===== config.mk =====
export PLATFORM = sky130hd
export DESIGN_NAME = fetch_unit
export DESIGN_NICKNAME = d
export VERILOG_FILES = /design/src/rtl/fetch_pkg.sv /design/src/rtl/fetch_queue.sv /design/src/rtl/fetch_unit.sv
export SDC_FILE = /design/constraint.sdc
export NUM_CORES = 1
export LEC_CHECK = 0
export CORE_MARGIN = 1
export CORE_UTILIZATION = 46
export CTS_CLUSTER_DIAMETER = 50
export DETAILED_ROUTE_END_ITERATION = 7
export MAX_ROUTING_LAYER = met4
export PLACE_DENSITY = 0.76
export SLEW_MARGIN = 40
export SYNTH_ARGS = -nofsm -noshare
export SYNTH_HDL_FRONTEND = slang
export SYNTH_HIERARCHICAL = 1
export SYNTH_SLANG_ARGS = --single-unit
export TNS_END_PERCENT = 5

===== constraint.sdc =====
create_clock -name clk -period 8.55 [get_ports clk]
set_input_delay 2.565 -clock clk [delete_from_list [all_inputs] [get_ports clk]]
set_output_delay 2.565 -clock clk [all_outputs]
set_load 0.005 [all_outputs]

===== src/rtl/fetch_pkg.sv =====
// Shared definitions for the instruction-fetch stage: FSM encoding,
// constants and the queue entry layout.
package fetch_pkg;

  localparam logic [1:0] ST_IDLE = 2'b00;
  localparam logic [1:0] ST_WAIT = 2'b01;
  localparam logic [1:0] ST_DROP = 2'b10;

  localparam logic [31:0] NOP_WORD = 32'h0000_0000;
  localparam logic [31:0] WORD_INC = 32'd4;

  typedef struct packed {
    logic [31:0] pc;
    logic [31:0] instr;
  } fetch_entry_t;

  // Clear the byte-offset bits so every fetch address is word aligned.
  function automatic logic [31:0] word_align(input logic [31:0] addr);
    return addr & ~32'h0000_0003;
  endfunction

endpackage


===== src/rtl/fetch_queue.sv =====
// Small FIFO of fetched {pc, instr} pairs between memory and IF/ID.
// Flush has priority over push/pop; the head entry is read combinationally.
module fetch_queue
  import fetch_pkg::*;
#(
  parameter int DEPTH = 2
) (
  input  logic                    clk,
  input  logic                    reset,
  input  logic                    push,
  input  logic                    pop,
  input  logic                    flush,
  input  logic [31:0]             push_pc,
  input  logic [31:0]             push_instr,
  output logic [$clog2(DEPTH):0]  count,
  output logic                    full,
  output logic                    empty,
  output logic [31:0]             head_pc,
  output logic [31:0]             head_instr
);

  localparam int PTR_W = $clog2(DEPTH);
  localparam logic [PTR_W:0] FULL_CNT = DEPTH[PTR_W:0];

  fetch_entry_t       mem [DEPTH];
  logic [PTR_W-1:0]   wr_ptr;
  logic [PTR_W-1:0]   rd_ptr;
  logic               do_pop;
  logic               do_push;

  assign full    = (count == FULL_CNT);
  assign empty   = (count == '0);
  assign do_pop  = pop && !empty;
  assign do_push = push && (!full || do_pop);

  assign head_pc    = mem[rd_ptr].pc;
  assign head_instr = mem[rd_ptr].instr;

  // Pointer and occupancy bookkeeping; a flush empties the queue outright.
  always_ff @(posedge clk or negedge reset) begin
    if (!reset) begin
      wr_ptr <= '0;
      rd_ptr <= '0;
      count  <= '0;
    end else if (flush) begin
      wr_ptr <= '0;
      rd_ptr <= '0;
      count  <= '0;
    end else begin
      if (do_push) wr_ptr <= wr_ptr + 1'b1;
      if (do_pop)  rd_ptr <= rd_ptr + 1'b1;
      case ({do_push, do_pop})
        2'b10:   count <= count + 1'b1;
        2'b01:   count <= count - 1'b1;
        default: count <= count;
      endcase
    end
  end

  // Entry storage holds data only, so it carries no reset.
  always_ff @(posedge clk) begin
    if (do_push && !flush) mem[wr_ptr] <= '{pc: push_pc, instr: push_instr};
  end

  // The fetch FSM gates issue on occupancy, so a push into a full queue
  // without a simultaneous pop indicates broken issue gating.
  no_overflow: assert property (@(posedge clk) disable iff (!reset)
    !(push && full && !pop && !flush));

endmodule


===== src/rtl/fetch_unit.sv =====
// Instruction-fetch stage: owns the fetch PC, runs the single-outstanding
// req/ack handshake to instruction memory, buffers returned words and
// presents one instruction per cycle to IF/ID. Taken branches flush the
// queue and turn any in-flight fetch into a drop.
module fetch_unit
  import fetch_pkg::*;
#(
  parameter logic [31:0] RESET_PC = 32'h0000_0000,
  parameter int          DEPTH    = 2
) (
  input  logic        clk,
  input  logic        reset,
  output logic        imem_req,
  output logic [31:0] imem_addr,
  input  logic        imem_ack,
  input  logic [31:0] imem_rdata,
  input  logic        stall,
  input  logic        branch_taken,
  input  logic [31:0] branch_target,
  output logic        instr_valid,
  output logic [31:0] instr,
  output logic [31:0] pc,
  output logic [31:0] pc_plus4
);

  localparam int CNT_W = $clog2(DEPTH) + 1;

  logic [1:0]       state;
  logic [1:0]       state_nxt;
  logic [31:0]      fetch_pc;
  logic [31:0]      req_addr;
  logic [CNT_W-1:0] count;
  logic             full;
  logic             empty;
  logic             pop_req;
  logic             can_issue;
  logic             xfer;
  logic             push;
  logic [31:0]      head_pc;
  logic [31:0]      head_instr;

  // A full queue can still accept a new fetch when its head leaves this
  // cycle. Issue is held off while reset is asserted so imem_req drops
  // asynchronously with it.
  assign pop_req   = !empty && !stall;
  assign can_issue = reset && (!full || pop_req);

  // IDLE presents fetch_pc live; WAIT/DROP replay the captured address so it
  // stays frozen even after a redirect has moved fetch_pc.
  assign imem_addr = (state == ST_IDLE) ? fetch_pc : req_addr;

  // Returned words are kept only when nothing invalidated them: no redirect
  // this cycle and not a wrong-path fetch being drained.
  assign xfer = imem_req && imem_ack;
  assign push = xfer && !branch_taken && (state != ST_DROP);

  // Request is raised by a fresh issue in IDLE and held through WAIT/DROP.
  always_comb begin
    imem_req = 1'b0;
    case (state)
      ST_IDLE:          imem_req = can_issue;
      ST_WAIT, ST_DROP: imem_req = 1'b1;
      default:          imem_req = 1'b0;
    endcase
  end

  // Next-state: completion returns to IDLE; a redirect over a pending
  // request converts it to a drop.
  always_comb begin
    state_nxt = state;
    case (state)
      ST_IDLE: begin
        if (imem_req && !imem_ack) state_nxt = branch_taken ? ST_DROP : ST_WAIT;
      end
      ST_WAIT: begin
        if (imem_ack)          state_nxt = ST_IDLE;
        else if (branch_taken) state_nxt = ST_DROP;
      end
      ST_DROP: begin
        if (imem_ack) state_nxt = ST_IDLE;
      end
      default: state_nxt = ST_IDLE;
    endcase
  end

  // FSM state register.
  always_ff @(posedge clk or negedge reset) begin
    if (!reset) state <= ST_IDLE;
    else        state <= state_nxt;
  end

  // Fetch PC: a redirect wins; otherwise advance one word per kept transfer.
  always_ff @(posedge clk or negedge reset) begin
    if (!reset)            fetch_pc <= RESET_PC;
    else if (branch_taken) fetch_pc <= word_align(branch_target);
    else if (push)         fetch_pc <= fetch_pc + WORD_INC;
  end

  // Capture the address of each request as it leaves IDLE.
  always_ff @(posedge clk) begin
    if (state == ST_IDLE && imem_req) req_addr <= fetch_pc;
  end

  fetch_queue #(
    .DEPTH (DEPTH)
  ) u_queue (
    .clk        (clk),
    .reset      (reset),
    .push       (push),
    .pop        (pop_req),
    .flush      (branch_taken),
    .push_pc    (imem_addr),
    .push_instr (imem_rdata),
    .count      (count),
    .full       (full),
    .empty      (empty),
    .head_pc    (head_pc),
    .head_instr (head_instr)
  );

  assign instr_valid = (count != '0);
  assign instr       = instr_valid ? head_instr : NOP_WORD;
  assign pc          = instr_valid ? head_pc : 32'h0000_0000;
  assign pc_plus4    = pc + WORD_INC;

endmodule


# --- Word-level counts from Yosys, hierarchy flattened ---
# Memories as Yosys holds them, arrays and structs flattened.
# Index checks and enable logic that the tools add are counted.
word_totals:
  ff_bits: 70
  mem_bits_rw: 128
  out_inout_bits: 130
  wordCells: 68
  n_memories: 1
classes:
  addsub: 6
  eq_ne: 9
  mux: 20
  reduce_logical: 26
mem_list:
  columns: ["name", "depth", "word_bits", "read_ports", "rd_clocked_by_memory_dff", "write_ports", "line_no", "text"]
  rows:
  - ["u_queue.mem", 2, 64, 1, 0, 1, "fetch_queue.sv:25", "fetch_entry_t mem [DEPTH];"]
op_table:
  columns: ["cell", "count"]
  rows:
  - ["32-bit 2-to-1 mux", 5]
  - ["32-bit by 3-bit adder with 32-bit output, second input constant", 2]
  - ["2-bit 2-to-1 mux", 6]
  - ["1-bit logical AND", 10]
  - ["2-bit nonzero test", 4]
  - ["2-bit == test, second input constant", 3]
  - ["1-bit 2-to-1 mux", 6]
  - ["2-bit inequality test, second input constant", 3]
  - ["2-bit case mux with 3 select lines", 1]
  - ["1-bit logical NOT", 5]
  - ["2-bit by 1-bit == test with 1-bit output, second input constant", 2]
  - ["2-bit logical NOT", 2]
  - ["2-bit case mux with 2 select lines", 1]
  - ["3-bit inequality test, second input constant", 1]
  - ["3-bit AND reduction", 1]
  - ["3-bit nonzero test", 1]
  - ["1-bit adder, second input constant", 2]
  - ["2-bit by 1-bit adder with 2-bit output, second input constant", 1]
  - ["1-bit logical OR", 2]
  - ["1-bit case mux with 2 select lines", 1]
  - ["2-bit OR reduction", 1]
  - ["2-bit by 1-bit subtractor with 2-bit output, second input constant", 1]

# --- Logic depth before layout (Yosys ltp) ---
# Gate-level depths: netlist (run 1).
depth:
  depth_word: 13
  mapped_depth: 12
  depth_no_buf: 10

# --- Modules after synthesis ---
# The synthesis (run 1) kept the hierarchy.
by_module_without_submodules:
  columns: ["mod", "instances", "cells_each", "area_per_inst_um2"]
  rows:
  - ["fetch_queue", 1, 224, 4883.4]
  - ["fetch_unit", 1, 473, 4439.3]

# --- Worst setup path before layout (run 1) ---
# OpenSTA, ideal clock, no wires.
synth_timing:
  path_kind: "input to register"
  from: "input port stall"
  to: "memory u_queue/mem[1][0] in the netlist's numbering, enable pin"
  setup_ns: 0.667
  arrival_ns: 10.286
  required_time_ns: 7.883
  path_slack_ns: -2.403
  cell_stages: 7
  n_path_buf: 0
  cell_sequence: "or2_1 -> a311o_2 -> clkinv_2 -> nand2_2 -> inv_2 -> inv_2 -> nor4b_1"
synth_via:
  elab_chain_len: 12
synth_rtl:
  columns: ["element", "line_no", "text"]
  rows:
  - ["start: declaration", "fetch_unit.sv:17", "input logic stall,"]
  - ["1-bit logical NOT", "fetch_unit.sv:45", "assign pop_req = !empty && !stall;"]
  - ["1-bit logical AND", "fetch_unit.sv:45", null]
  - ["1-bit logical OR", "fetch_unit.sv:46", "assign can_issue = reset && (!full || pop_req);"]
  - ["1-bit logical AND", "fetch_unit.sv:46", null]
  - ["1-bit case mux with 2 select lines", "fetch_unit.sv:60", "case (state)"]
  - ["1-bit logical AND", "fetch_unit.sv:54", "assign xfer = imem_req && imem_ack;"]
  - ["1-bit logical AND (2 in series)", "fetch_unit.sv:55", "assign push = xfer && !branch_taken && (state != ST_DROP);"]
  - ["via push", "fetch_unit.sv:38", "logic push;"]
  - ["1-bit logical AND", "fetch_queue.sv:34", "assign do_push = push && (!full || do_pop);"]
  - ["1-bit logical AND", "fetch_queue.sv:62", "if (do_push && !flush) mem[wr_ptr] <= '{pc: push_pc, instr: push_instr};"]
  - ["1-bit 2-to-1 mux", "fetch_queue.sv:62", null]
  - ["1-bit 2-to-1 mux (implied by the code)", "fetch_queue.sv:62", null]
  - ["end: declaration", "fetch_queue.sv:25", null]
# The timed path passes the listed nets, and every way through them passes these cells.

# --- Worst setup path after layout (run 1) ---
layout_timing:
  from: "input port stall"
  to: "output port imem_req"
layout_via:
  elab_chain_len: 5
layout_rtl:
  columns: ["element", "line_no", "text"]
  rows:
  - ["1-bit logical NOT", "fetch_unit.sv:45", null]
  - ["1-bit logical AND", "fetch_unit.sv:45", null]
  - ["1-bit logical OR", "fetch_unit.sv:46", null]
  - ["1-bit logical AND", "fetch_unit.sv:46", null]
  - ["1-bit case mux with 2 select lines", "fetch_unit.sv:60", null]
  - ["end: declaration", "fetch_unit.sv:13", "output logic imem_req,"]
# No other way between the ends.

==> results of run 1 <==
-- final cells by class --
class / instances / area (µm²)
well taps: 265 / 332
inverters: 18 / 68.8
clock inverters: 15 / 165
fillers: 1600 / 7520
multi-input cells: 457 / 3460
clock buffers: 17 / 425
flip-flops and latches: 194 / 5650
repair buffers: 203 / 2030
-- metal layers --
metal	up-vias	track usage, %	share of wire, %
li1	3002	-	-
met1	3111	28.0	42
met2	226	35.2	47
met3	25	5.56	8.6
met4	0	6.93	1.5
met5	-	-	0
-- registers in the layout (all words and copies together) (netlist names) --
signal,cells
fetch_pc,30
req_addr,30
state,2
u_queue/count,2
u_queue/mem,128
u_queue/rd_ptr,1
u_queue/wr_ptr,1
-- final timing paths --
| kind | start | to | cells after the start | slack (ps) |
|---|---|---|---|---|
| max in group asynchronous | reset | u_queue/rd_ptr$_DFFE_PN0P_ | 2 | 5450 |
| min | fetch_pc[30]$_DFFE_PN0P_ | req_addr[30]$_DFFE_PP_ | 0 | 520 |
| min in group asynchronous | reset | fetch_pc[25]$_DFFE_PN0P_ | 2 | 2710 |
| max reg2reg | state[0]$_DFFE_PN0P_ | u_queue/mem[1][8]$_DFFE_PP_ | 11 | 4500 |
| min reg2reg | fetch_pc[30]$_DFFE_PN0P_ | req_addr[30]$_DFFE_PP_ | 0 | 520 |
| max | stall | imem_req | 5 | 1370 |
-- power breakdown --
group / internal (mW) / switching [mW] / leakage (nW)
registers: 1.23 / 0.0691 / 1.88
logic: 0.479 / 0.460 / 2.05
clock network: 0.418 / 0.378 / 0.290
total: 2.13 / 0.907 / 4.22
-- synthesized netlist by cell type, types with 4 or more instances --
library cell | n | share of area (%)
sky130_fd_sc_hd__buf_2 | 5 | 0.27
sky130_fd_sc_hd__o311ai_0 | 5 | 0.47
sky130_fd_sc_hd__mux2_2 | 94 | 11
sky130_fd_sc_hd__nand2b_1 | 4 | 0.27
sky130_fd_sc_hd__o21ai_0 | 10 | 0.54
sky130_fd_sc_hd__ha_1 | 6 | 0.81
sky130_fd_sc_hd__a311oi_1 | 4 | 0.38
sky130_fd_sc_hd__buf_6 | 5 | 0.60
sky130_fd_sc_hd__xnor2_1 | 19 | 1.8
sky130_fd_sc_hd__and3_1 | 13 | 0.87
sky130_fd_sc_hd__and4_1 | 4 | 0.38
sky130_fd_sc_hd__buf_4 | 5 | 0.40
sky130_fd_sc_hd__nand3_1 | 24 | 1.3
sky130_fd_sc_hd__nand2_1 | 49 | 2.0
sky130_fd_sc_hd__nor4_1 | 4 | 0.27
sky130_fd_sc_hd__a21oi_1 | 5 | 0.27
sky130_fd_sc_hd__nor4_2 | 5 | 0.67
sky130_fd_sc_hd__dfrtp_1 | 36 | 9.7
sky130_fd_sc_hd__nor2_1 | 29 | 1.2
sky130_fd_sc_hd__nor3_1 | 11 | 0.59
sky130_fd_sc_hd__o21ai_1 | 7 | 0.38
sky130_fd_sc_hd__clkbuf_1 | 18 | 0.72
sky130_fd_sc_hd__edfxtp_1 | 158 | 51
sky130_fd_sc_hd__xor2_1 | 19 | 1.8
sky130_fd_sc_hd__nand4_1 | 11 | 0.74
sky130_fd_sc_hd__inv_1 | 14 | 0.56
sky130_fd_sc_hd__and2_1 | 61 | 4.1
sky130_fd_sc_hd__o311ai_1 | 4 | 0.38
-- worst reg2reg max path: cells and delay by family, from the launching register on --
kind	cells	cell delay, ps
buffers and inverters	6	1560
adder cells (fa/ha/maj)	1	150
AO/OA/AOI/OAI	2	670
flip-flops	1	410
AND/OR/NAND/NOR	2	900
-- through the flow --
step | power, mW | std cells
6_report | 3.04 | 1169
5_1_grt | 3.18 | 1169
4_1_cts | 3.07 | 1169
3_5_place_dp | 2.27 | 1137
3_3_place_gp | 2.25 | 1136
2_1_floorplan | 1.76 | 702
-- kinds of logic (layout without fill, tap and decap cells) --
logic type,Yosys count,count (layout)
AOI/OAI and AO/OA,69,69
xor gates and xnor gates,38,38
adders and majority gates,6,6
buffers and inverters,51,253
DFF,194,194
muxes,97,97
other,1,6
and+or+nand+nor,241,241
==> flow_summary.rst, run 1 <==
.. list-table::
   :header-rows: 1

   * - Metric
     - Value
   * - Result of the run
     - complete, no violations
   * - Post-CTS Hold Fix Bufs
     - 0
   * - Antenna-violating nets left
     - 0
   * - Antenna violations before repair
     - 0
   * - Async set-reset flop share out of synthesis
     - 18.6%
   * - Final TNS setup
     - 0 ps
   * - Area of the mapped netlist
     - 9320 µm²
   * - Power Dens Cells
     - 250 nW/µm²
   * - Source-to-sink clock delay at the later pin of the worst-skew pair
     - 430 ps
   * - Commonest cells after routing, fill and taps aside
     - sky130_fd_sc_hd__clkdlybuf4s50_1 (193), sky130_fd_sc_hd__edfxtp_1 (158), sky130_fd_sc_hd__mux2_2 (94), sky130_fd_sc_hd__and2_1 (61), sky130_fd_sc_hd__nand2_1 (49)
   * - Average wire per standard cell
     - 19.1 µm
   * - Overall routing resource usage
     - 22.2%
   * - Clock buffers created by TritonCTS
     - 17
   * - Proportion of synthesized area in mux cells
     - 11.7%
   * - Critical path's slowest cell
     - sky130_fd_sc_hd__a311o_2
   * - Compound-gate portion of the synthesized area
     - 5.58%
   * - First-iteration detailed-routing DRC count
     - 393
   * - Total via count after detailed routing
     - 6364
   * - Primary flip-flop cell chosen by synthesis mapping
     - sky130_fd_sc_hd__edfxtp_1
   * - Cell-by-cell trace of the critical path
     - clkdlybuf4s50_1, or2_1, a311o_2, clkinv_2, clkdlybuf4s50_1
   * - Synthesis-to-finish area growth
     - 30.1%
   * - Placement Setup Slack
     - 1380 ps
   * - Lkg Pwr
     - 4.22 nW
   * - Clock transition at the register clock pins on the worst setup and hold paths after CTS
     - 80 ps
   * - Gate family responsible for the most delay along the worst path
     - buffers and inverters
   * - Max Fclk
     - 139 MHz
   * - TritonCTS clock tree
     - yes
   * - Via count of the first global-routing pass
     - 6125
   * - Core area
     - 19700 µm²
   * - #FFs+latches synth
     - 194
   * - Number of sinks on the clock net
     - 194
   * - Remaining global-route overflow
     - 0
   * - CP required
     - 5990 ps
   * - Instance area at placement
     - 11500 µm²
   * - Critical Path AT
     - 4620 ps
   * - Startpoint types
     - primary input
   * - Number of iterations in the first detailed-routing pass
     - 5
   * - Die outline area
     - 20800 µm²
   * - Commonest non-fill, non-tap cell in the layout
     - sky130_fd_sc_hd__clkdlybuf4s50_1
   * - First-pass GRT wire length
     - 33800 µm
   * - Period utilisation layout
     - 84.0%
   * - Clock Path Buffers
     - 2
   * - Detailed Route WL
     - 22300 µm
   * - Final weighted congestion in routability-driven placement
     - 0.899
   * - Buffers and inverters on the worst path
     - 3
   * - Antenna cell count
     - 0
   * - CP Max Fanout
     - 15
   * - Sequential-to-total area share from yosys stat
     - 60.6%
   * - Util after Layout
     - 61.7%
   * - Post-cts sizing count
     - 0
   * - Mean cell area of the mapped netlist
     - 13.4 µm²
   * - Slew @ Worst Pin
     - 761 ps
   * - Arithmetic-cell share of the synthesized area counting full adders, half adders and majority gates
     - 0.805%
   * - Main combinational cell family by area after synthesis
     - simple AND/OR/NAND/NOR gates
   * - Pin count of the biggest net entering global routing
     - 62
   * - Smallest setup slack after layout
     - 1370 ps
   * - Final setup fails
     - 0
   * - Top cell by count, worst path
     - sky130_fd_sc_hd__clkdlybuf4s50_1
   * - Max-cap violations
     - 0
   * - Overall die height
     - 144 µm
   * - Type of the worst setup path
     - primary input to primary output
   * - Layout Cell Area excl Fill
     - 12100 µm²
   * - Final hold slack
     - 525 ps
   * - Max-Slew Margin vs Limit
     - 49.1%
   * - I/O pin count
     - 199
   * - Core Rows
     - 51
   * - Dpl hpwl
     - 15700 µm
   * - Synthesized-area fraction occupied by and/or/nand/nor cells
     - 15.0%
   * - Max Clock Skew
     - 12.2 ps
   * - Fin crit period
     - 7180 ps
   * - Maximum cell stage delay along the critical path
     - 560 ps
   * - X dimension of the die
     - 144 µm
   * - Peak supply drop
     - 0.149 mV
   * - Warnings, synthesis
     - 6
   * - Layout net count
     - 966
   * - PortBufs
     - 194
   * - Number of enable-type register cells in the synthesized netlist
     - 158
   * - Kind of path behind the tightest hold check
     - flop to flop
   * - RSZ-0062 raised after global routing
     - no
   * - Final Slew Violations
     - 0
   * - Fraction of layout cells with a size suffix above 1
     - 17.7%
   * - Post-route DRC violation count
     - 0
   * - Root buf cell
     - sky130_fd_sc_hd__clkbuf_16
   * - Postcts setup bufs
     - 0
   * - Distinct cell type count of the synthesized netlist
     - 71
   * - Xor and xnor fraction of the mapped netlist area
     - 3.57%
   * - Starting density of the core
     - 47.4%
   * - Cell count after synthesis
     - 697
   * - Final Hold Vio Count
     - 0
   * - Capturing element type of the critical path
     - primary output
   * - Via density
     - 5.44
   * - Count of H-tree levels built during CTS
     - 4
Note: power is estimated with default switching activity, not from simulation.
==> run 2: changes to the inputs <==
Settings changed: CORE_UTILIZATION 46 to 51, PLACE_DENSITY 0.76 to 0.8.
Clock period 8.55 ns to 6.65 ns, I/O delays scaled along.
==> flow_summary.rst, run 2 (synthesized netlist as in run 1, its figures left out) <==
.. list-table::
   :header-rows: 1

   * - Metric
     - Value
   * - Critical path's slowest cell
     - sky130_fd_sc_hd__a311o_2
   * - Root buf cell
     - sky130_fd_sc_hd__clkbuf_16
   * - Overall die height
     - 137 µm (-5.0%)
   * - Max Clock Skew
     - 8.89 ps (-3.33 ps)
   * - Commonest cells after routing, fill and taps aside
     - sky130_fd_sc_hd__clkdlybuf4s50_1 (193), sky130_fd_sc_hd__edfxtp_1 (158), sky130_fd_sc_hd__mux2_2 (94), sky130_fd_sc_hd__and2_1 (61), sky130_fd_sc_hd__nand2_1 (49)
   * - Capturing element type of the critical path
     - primary output
   * - Fin crit period
     - 6030 ps
   * - Startpoint types
     - primary input
   * - Critical Path AT
     - 4030 ps (-590 ps)
   * - Slew @ Worst Pin
     - 678 ps (-82.8 ps)
   * - Placement Setup Slack
     - 619 ps (-757 ps)
   * - PortBufs
     - 194 (unchanged)
   * - Post-route DRC violation count
     - 0 (unchanged)
   * - Power Dens Cells
     - 319 nW/µm² (+27%)
   * - I/O pin count
     - 199 (unchanged)
   * - Clock buffers created by TritonCTS
     - 17 (unchanged)
   * - Lkg Pwr
     - 4.23 nW (+0.11%)
   * - Count of H-tree levels built during CTS
     - 4 (unchanged)
   * - Top cell by count, worst path
     - sky130_fd_sc_hd__clkdlybuf4s50_1
   * - Final weighted congestion in routability-driven placement
     - 0.909 (+1.0%)
   * - Max Fclk
     - 166 MHz
   * - Clock transition at the register clock pins on the worst setup and hold paths after CTS
     - 70 ps (about the same)
   * - Biggest registers after layout
     - u_queue/mem (128), fetch_pc (30), req_addr (30)
   * - Max-cap violations
     - 0 (unchanged)
   * - Kind of path behind the tightest hold check
     - flop to flop
   * - Pin count of the biggest net entering global routing
     - 65 (+4.8%)
   * - Final Hold Vio Count
     - 0 (unchanged)
   * - Core Rows
     - 49 (-3.9%)
   * - Starting density of the core
     - 51.9% (+4.5 points)
   * - Peak supply drop
     - 0.204 mV (+37%)
   * - Util after Layout
     - 67.3% (+5.6 points)
   * - Number of sinks on the clock net
     - 194 (unchanged)
   * - Core area
     - 18000 µm² (-8.6%)
   * - Antenna cell count
     - 0 (unchanged)
   * - Antenna violations before repair
     - 0 (unchanged)
   * - Smallest setup slack after layout
     - 622 ps (-747 ps)
   * - Remaining global-route overflow
     - 0 (unchanged)
   * - X dimension of the die
     - 137 µm (-5.0%)
   * - Final Slew Violations
     - 0 (unchanged)
   * - First-pass GRT wire length
     - 33800 µm (about the same)
   * - Maximum cell stage delay along the critical path
     - 560 ps (about the same)
   * - Detailed Route WL
     - 22100 µm (-0.67%)
   * - Via count of the first global-routing pass
     - 6189 (+1.0%)
   * - First-iteration detailed-routing DRC count
     - 432 (+9.9%)
   * - RSZ-0062 raised after global routing
     - no
   * - Type of the worst setup path
     - primary input to primary output
   * - Result of the run
     - complete, no violations
   * - Fraction of layout cells with a size suffix above 1
     - 18.0% (+0.34 points)
   * - TritonCTS clock tree
     - yes
   * - Max-Slew Margin vs Limit
     - 54.8% (+5.7 points)
   * - Layout net count
     - 971 (+0.52%)
   * - Post-cts sizing count
     - 0 (unchanged)
   * - Post-CTS Hold Fix Bufs
     - 0 (unchanged)
   * - Clock Path Buffers
     - 2 (unchanged)
   * - CP Max Fanout
     - 15 (unchanged)
   * - Total via count after detailed routing
     - 6376 (+0.19%)
   * - # fillers
     - 1345 (-16%)
   * - CP required
     - 4660 ps (-1330 ps)
   * - Source-to-sink clock delay at the later pin of the worst-skew pair
     - 420 ps (about the same)
   * - Cell-by-cell trace of the critical path
     - clkdlybuf4s50_1, or2_1, a311o_2, clkinv_2, clkdlybuf4s50_1
   * - Average wire per standard cell
     - 19.5 µm (+2.0%)
   * - Period utilisation layout
     - 90.6%
   * - Final TNS setup
     - 0 ps (unchanged)
   * - Postcts setup bufs
     - 0 (unchanged)
   * - Dpl hpwl
     - 15900 µm (+0.85%)
   * - Commonest non-fill, non-tap cell in the layout
     - sky130_fd_sc_hd__clkdlybuf4s50_1
   * - Overall routing resource usage
     - 24.6% (+2.4 points)
   * - Via density
     - 5.60 (+2.9%)
   * - Number of flip-flops under the largest register name
     - 128 (unchanged)
   * - Number of iterations in the first detailed-routing pass
     - 5 (unchanged)
   * - Final setup fails
     - 0 (unchanged)
   * - Antenna-violating nets left
     - 0 (unchanged)
   * - Synthesis-to-finish area growth
     - 29.7%
   * - Register with the highest flop count
     - u_queue/mem
   * - Die outline area
     - 18800 µm² (-9.7%)
## run 2: cell count changes in the layout (fill, tap and decap cells not counted), sizes merged
cell,delta
buf,+5
bufinv,-1
clkinv,+1
clkinvlp,+2
inv,-2
## run 2: layout make-up
cell class	count	area, µm²	share of cell area [%]
Multi-Input combinational cell	457	3460	28.6
Timing Repair Buffer	208	2050	17.0
Tap cell	229	287	2.37
Clock inverter	15	148	1.22
Inverter	18	68.8	0.569
Clock buffer	17	425	3.52
Sequential cell	194	5650	46.7
## run 2: per-stage QoR
stage	std cells	power (mW)	hold WS, ps	area (µm²)
finish	1138	3.86	531	12100
global route	1138	4.03	552	12100
CTS	1138	3.89	525	12100
detailed placement	1106	2.91	505	11500
global placement	1106	2.88	499	11500
floorplan	702	2.26	423	9370
## run 2: final timing paths
path                                               endpoint  slack, ps  depth (start not counted)                          from
worst min-delay path                 req_addr[29]$_DFFE_PP_        530                          0      fetch_pc[29]$_DFFE_PN0P_
min in group asynchronous          fetch_pc[20]$_DFFE_PN0P_       2130                          2                         reset
max in group asynchronous        u_queue/rd_ptr$_DFFE_PN0P_       4140                          2                         reset
worst min register to register       req_addr[29]$_DFFE_PP_        530                          0      fetch_pc[29]$_DFFE_PN0P_
worst max-delay path                               imem_req        620                          5                         stall
worst max register to register  u_queue/mem[0][6]$_DFFE_PP_       3090                         10  u_queue/count[0]$_DFFE_PN0P_
## run 2: metal layers
layer	track usage (%)	share of wire, %
met3	5.56	8.3
met5	-	0
met1	31.3	42
met4	6.04	1.1
met2	40.1	49
## run 2: worst max-delay path, delay by kind of cell
family	cells	cell delay (ps)
AND/OR/NAND/NOR	1	270
buffers and inverters	3	1210
AO/OA/AOI/OAI	1	560
## run 2: power by group
part           switching (mW)  internal [mW]
combinational           0.596          0.619
sequential             0.0817           1.59
clock                   0.477          0.499
==> run 3: changes to the inputs <==
Settings changed: CORE_UTILIZATION 51 to 64, DONT_BUFFER_PORTS from default to 1, PLACE_DENSITY 0.8 to 0.76.
==> flow_summary.rst, run 3 (synthesized netlist as in run 1, its figures left out) <==
.. list-table::
   :header-rows: 1

   * - Metric
     - Value
   * - Number of instances on the worst hold path
     - 0 (unchanged)
   * - Slew @ Worst Pin
     - 780 ps (+103 ps)
   * - Antenna-violating nets left
     - 0 (unchanged)
   * - Combinational cell fraction of total power
     - 22.4% (-9.1 points)
   * - Max Clock Skew
     - 10.3 ps (+1.37 ps)
   * - CP required
     - 4660 ps (about the same)
   * - Net Switching
     - 1.06 mW (-7.8%)
   * - Hold path endpoint
     - req_addr[31]$_DFFE_PP_
   * - Power Dens Cells
     - 344 nW/µm² (+7.8%)
   * - Met1 global-route usage
     - 35.5% (+4.2 points)
   * - PortBufs
     - 0 (-100%)
   * - Postcts setup bufs
     - 0 (unchanged)
   * - RSZ-0062 raised after global routing
     - no
   * - Register with the highest flop count
     - u_queue/mem
   * - Layout net count
     - 773 (-20%)
   * - Root buf cell
     - sky130_fd_sc_hd__clkbuf_16
   * - Number of sinks on the clock net
     - 194 (unchanged)
   * - Max-cap violations
     - 0 (unchanged)
   * - Clock transition at the register clock pins on the worst setup and hold paths after CTS
     - 70 ps (about the same)
   * - Power Internal
     - 2.40 mW (-11%)
   * - Total via count after detailed routing
     - 5670 (-11%)
   * - Type of the worst setup path
     - flop to primary output
   * - Detailed Route WL
     - 19900 µm (-10%)
   * - Seq pwr share
     - 48.4% (+5.2 points)
   * - Final hold slack
     - 546 ps (+14.5 ps)
   * - Final Hold Vio Count
     - 0 (unchanged)
   * - Via density
     - 6.36 (+14%)
   * - Fraction of power spent switching nets
     - 30.7% (+0.78 points)
   * - Die outline area
     - 15100 µm² (-20%)
   * - Final setup fails
     - 0 (unchanged)
   * - Average wire per standard cell
     - 22.3 µm (+15%)
   * - Antenna violations before repair
     - 0 (unchanged)
   * - Antenna cell count
     - 0 (unchanged)
   * - Overall routing resource usage
     - 28.3% (+3.6 points)
   * - Worst min-delay path startpoint
     - fetch_pc[31]$_DFFE_PN0P_
   * - Peak supply drop
     - 0.290 mV (+42%)
   * - CP Launch Point
     - u_queue/rd_ptr$_DFFE_PN0P_
   * - Gate family responsible for the most delay along the worst path
     - simple AND/OR/NAND/NOR gates
   * - Met3 Track Usage GR
     - 7.57% (+2.0 points)
   * - X dimension of the die
     - 123 µm (-11%)
   * - Fin crit period
     - 5660 ps (-369 ps)
   * - Dpl hpwl
     - 14000 µm (-12%)
   * - Maximum cell stage delay along the critical path
     - 870 ps (+310 ps)
   * - Number of flip-flops under the largest register name
     - 128 (unchanged)
   * - Result of the run
     - complete, no violations
   * - Startpoint types
     - flop
   * - Cell-by-cell trace of the critical path
     - buf_4, mux2_2, nand3_1, nor4b_1, or4b_1, nor2_1, xor2_1
   * - Buffers and inverters on the worst path
     - 1 (-2)
   * - Gr busiest metal
     - met2
   * - TritonCTS clock tree
     - yes
   * - Kind of path behind the tightest hold check
     - flop to flop
   * - First-iteration detailed-routing DRC count
     - 505 (+17%)
   * - R2r startpoint
     - state[0]$_DFFE_PN0P_
   * - Core area
     - 14000 µm² (-22%)
   * - Via count of the first global-routing pass
     - 5522 (-11%)
   * - GR Util met2
     - 44.3% (+4.2 points)
   * - First-pass GRT wire length
     - 30500 µm (-9.7%)
   * - Final TNS setup
     - 0 ps (unchanged)
   * - Clock buffers created by TritonCTS
     - 17 (unchanged)
   * - Final Slew Violations
     - 0 (unchanged)
   * - Capturing element type of the critical path
     - primary output
   * - Worst reg-to-reg path cell count
     - 11 (+1)
   * - I/O pin count
     - 199 (unchanged)
   * - Starting density of the core
     - 66.4% (+14 points)
   * - Fraction of layout cells with a size suffix above 1
     - 22.5% (+4.5 points)
   * - # fillers
     - 951 (-29%)
   * - Commonest cells after routing, fill and taps aside
     - sky130_fd_sc_hd__edfxtp_1 (158), sky130_fd_sc_hd__mux2_2 (94), sky130_fd_sc_hd__and2_1 (61), sky130_fd_sc_hd__nand2_1 (49), sky130_fd_sc_hd__dfrtp_1 (35)
   * - Post-CTS Hold Fix Bufs
     - 0 (unchanged)
   * - Final weighted congestion in routability-driven placement
     - 0.995 (+9.5%)
   * - Max Fclk
     - 177 MHz (+6.5%)
   * - Synthesis-to-finish area growth
     - 8.13%
   * - Core Rows
     - 43 (-12%)
   * - Flop2flop setup slack
     - 2360 ps (-730 ps)
   * - Source-to-sink clock delay at the later pin of the worst-skew pair
     - 430 ps (about the same)
   * - CP Max Fanout
     - 32 (+17)
   * - Portion of total power attributed to the clock network
     - 29.3% (+4.0 points)
   * - Remaining global-route overflow
     - 0 (unchanged)
   * - Max-Slew Margin vs Limit
     - 48.0% (-6.8 points)
   * - Util after Layout
     - 71.8% (+4.5 points)
   * - Period utilisation layout
     - 85.1% (-5.5 points)
   * - Pin count of the biggest net entering global routing
     - 55 (-15%)
   * - Biggest registers after layout
     - u_queue/mem (128), fetch_pc (30), req_addr (30)
   * - Commonest non-fill, non-tap cell in the layout
     - sky130_fd_sc_hd__edfxtp_1
   * - Clock Path Buffers
     - 2 (unchanged)
   * - Post-cts sizing count
     - 0 (unchanged)
   * - Overall die height
     - 123 µm (-11%)
   * - Post-route DRC violation count
     - 0 (unchanged)
   * - Lkg Pwr
     - 3.52 nW (-17%)
   * - Critical path's slowest cell
     - sky130_fd_sc_hd__dfrtp_2
   * - Reg2Reg Capture Point
     - u_queue/mem[1][49]$_DFFE_PP_
   * - Count of H-tree levels built during CTS
     - 4 (unchanged)
   * - Number of iterations in the first detailed-routing pass
     - 5 (unchanged)
   * - Critical Path AT
     - 3660 ps (-370 ps)
## run 3: changes by cell type in the layout (fill, tap and decap cells not counted), moves of 2 or more
cell	delta
sky130_fd_sc_hd__clkinv_8	-2
sky130_fd_sc_hd__clkinvlp_4	-2
sky130_fd_sc_hd__clkdlybuf4s50_1	-193
sky130_fd_sc_hd__buf_4	-3
sky130_fd_sc_hd__inv_6	+2
sky130_fd_sc_hd__clkbuf_16	+2
## run 3: how the worst max path moves through the flow
| stage | slack (ps) | endpoint | cells after the start |
|---|---|---|---|
| finish | 990 | pc_plus4[29] | 7 |
| global route | 760 | pc_plus4[29] | 7 |
| CTS | 970 | pc_plus4[29] | 7 |
| detailed placement | 1460 | pc_plus4[29] | 7 |
| global placement | 1540 | pc_plus4[31] | 7 |
| floorplan | 940 | u_queue/mem[0][0]$_DFFE_PP_ | 7 |
## run 3: worst reg2reg max path: stages, from the launching register on
cell and delay, ps:
sky130_fd_sc_hd__dfrtp_1 420, sky130_fd_sc_hd__inv_1 130, sky130_fd_sc_hd__ha_1 580, sky130_fd_sc_hd__buf_4 390, sky130_fd_sc_hd__a21oi_1 110, sky130_fd_sc_hd__a311o_2 530
sky130_fd_sc_hd__clkinv_2 250, sky130_fd_sc_hd__nand2_2 190, sky130_fd_sc_hd__inv_2 270, sky130_fd_sc_hd__inv_2 130, sky130_fd_sc_hd__nor4b_4 290, sky130_fd_sc_hd__buf_4 580
## run 3: metrics by stage
step	cell area [µm²]	cells	setup WS (ps)	total power, mW
2_1_floorplan	9370	702	936	2.26
3_3_place_gp	9480	859	1540	2.45
3_5_place_dp	9480	859	1460	2.48
4_1_cts	10100	891	969	3.50
5_1_grt	10100	891	757	3.63
6_report	10100	891	991	3.47
## run 3: layout make-up
class	instances	area (µm²)	share of cell area, %
Clock buffer	19	475	4.72
Clock inverter	13	125	1.24
Inverter	18	68.8	0.683
Multi-Input combinational cell	457	3460	34.4
Sequential cell	194	5650	56.0
Tap cell	180	225	2.23
Timing Repair Buffer	10	75.1	0.745
## run 3: layer usage
metal / up-vias / part of all wire (%)
met4: 0 / 2.0
met3: 31 / 9.0
met5: - / 0
li1: 2613 / -
met2: 253 / 49
met1: 2773 / 40
## run 3: power by group through the flow
stage	Clock (mW)	Sequential [mW]	Combinational (mW)
2_1_floorplan	0	1.67	0.593
3_3_place_gp	0	1.69	0.759
3_5_place_dp	0	1.70	0.775
4_1_cts	1.04	1.68	0.782
5_1_grt	1.08	1.70	0.846
6_report	1.02	1.68	0.776
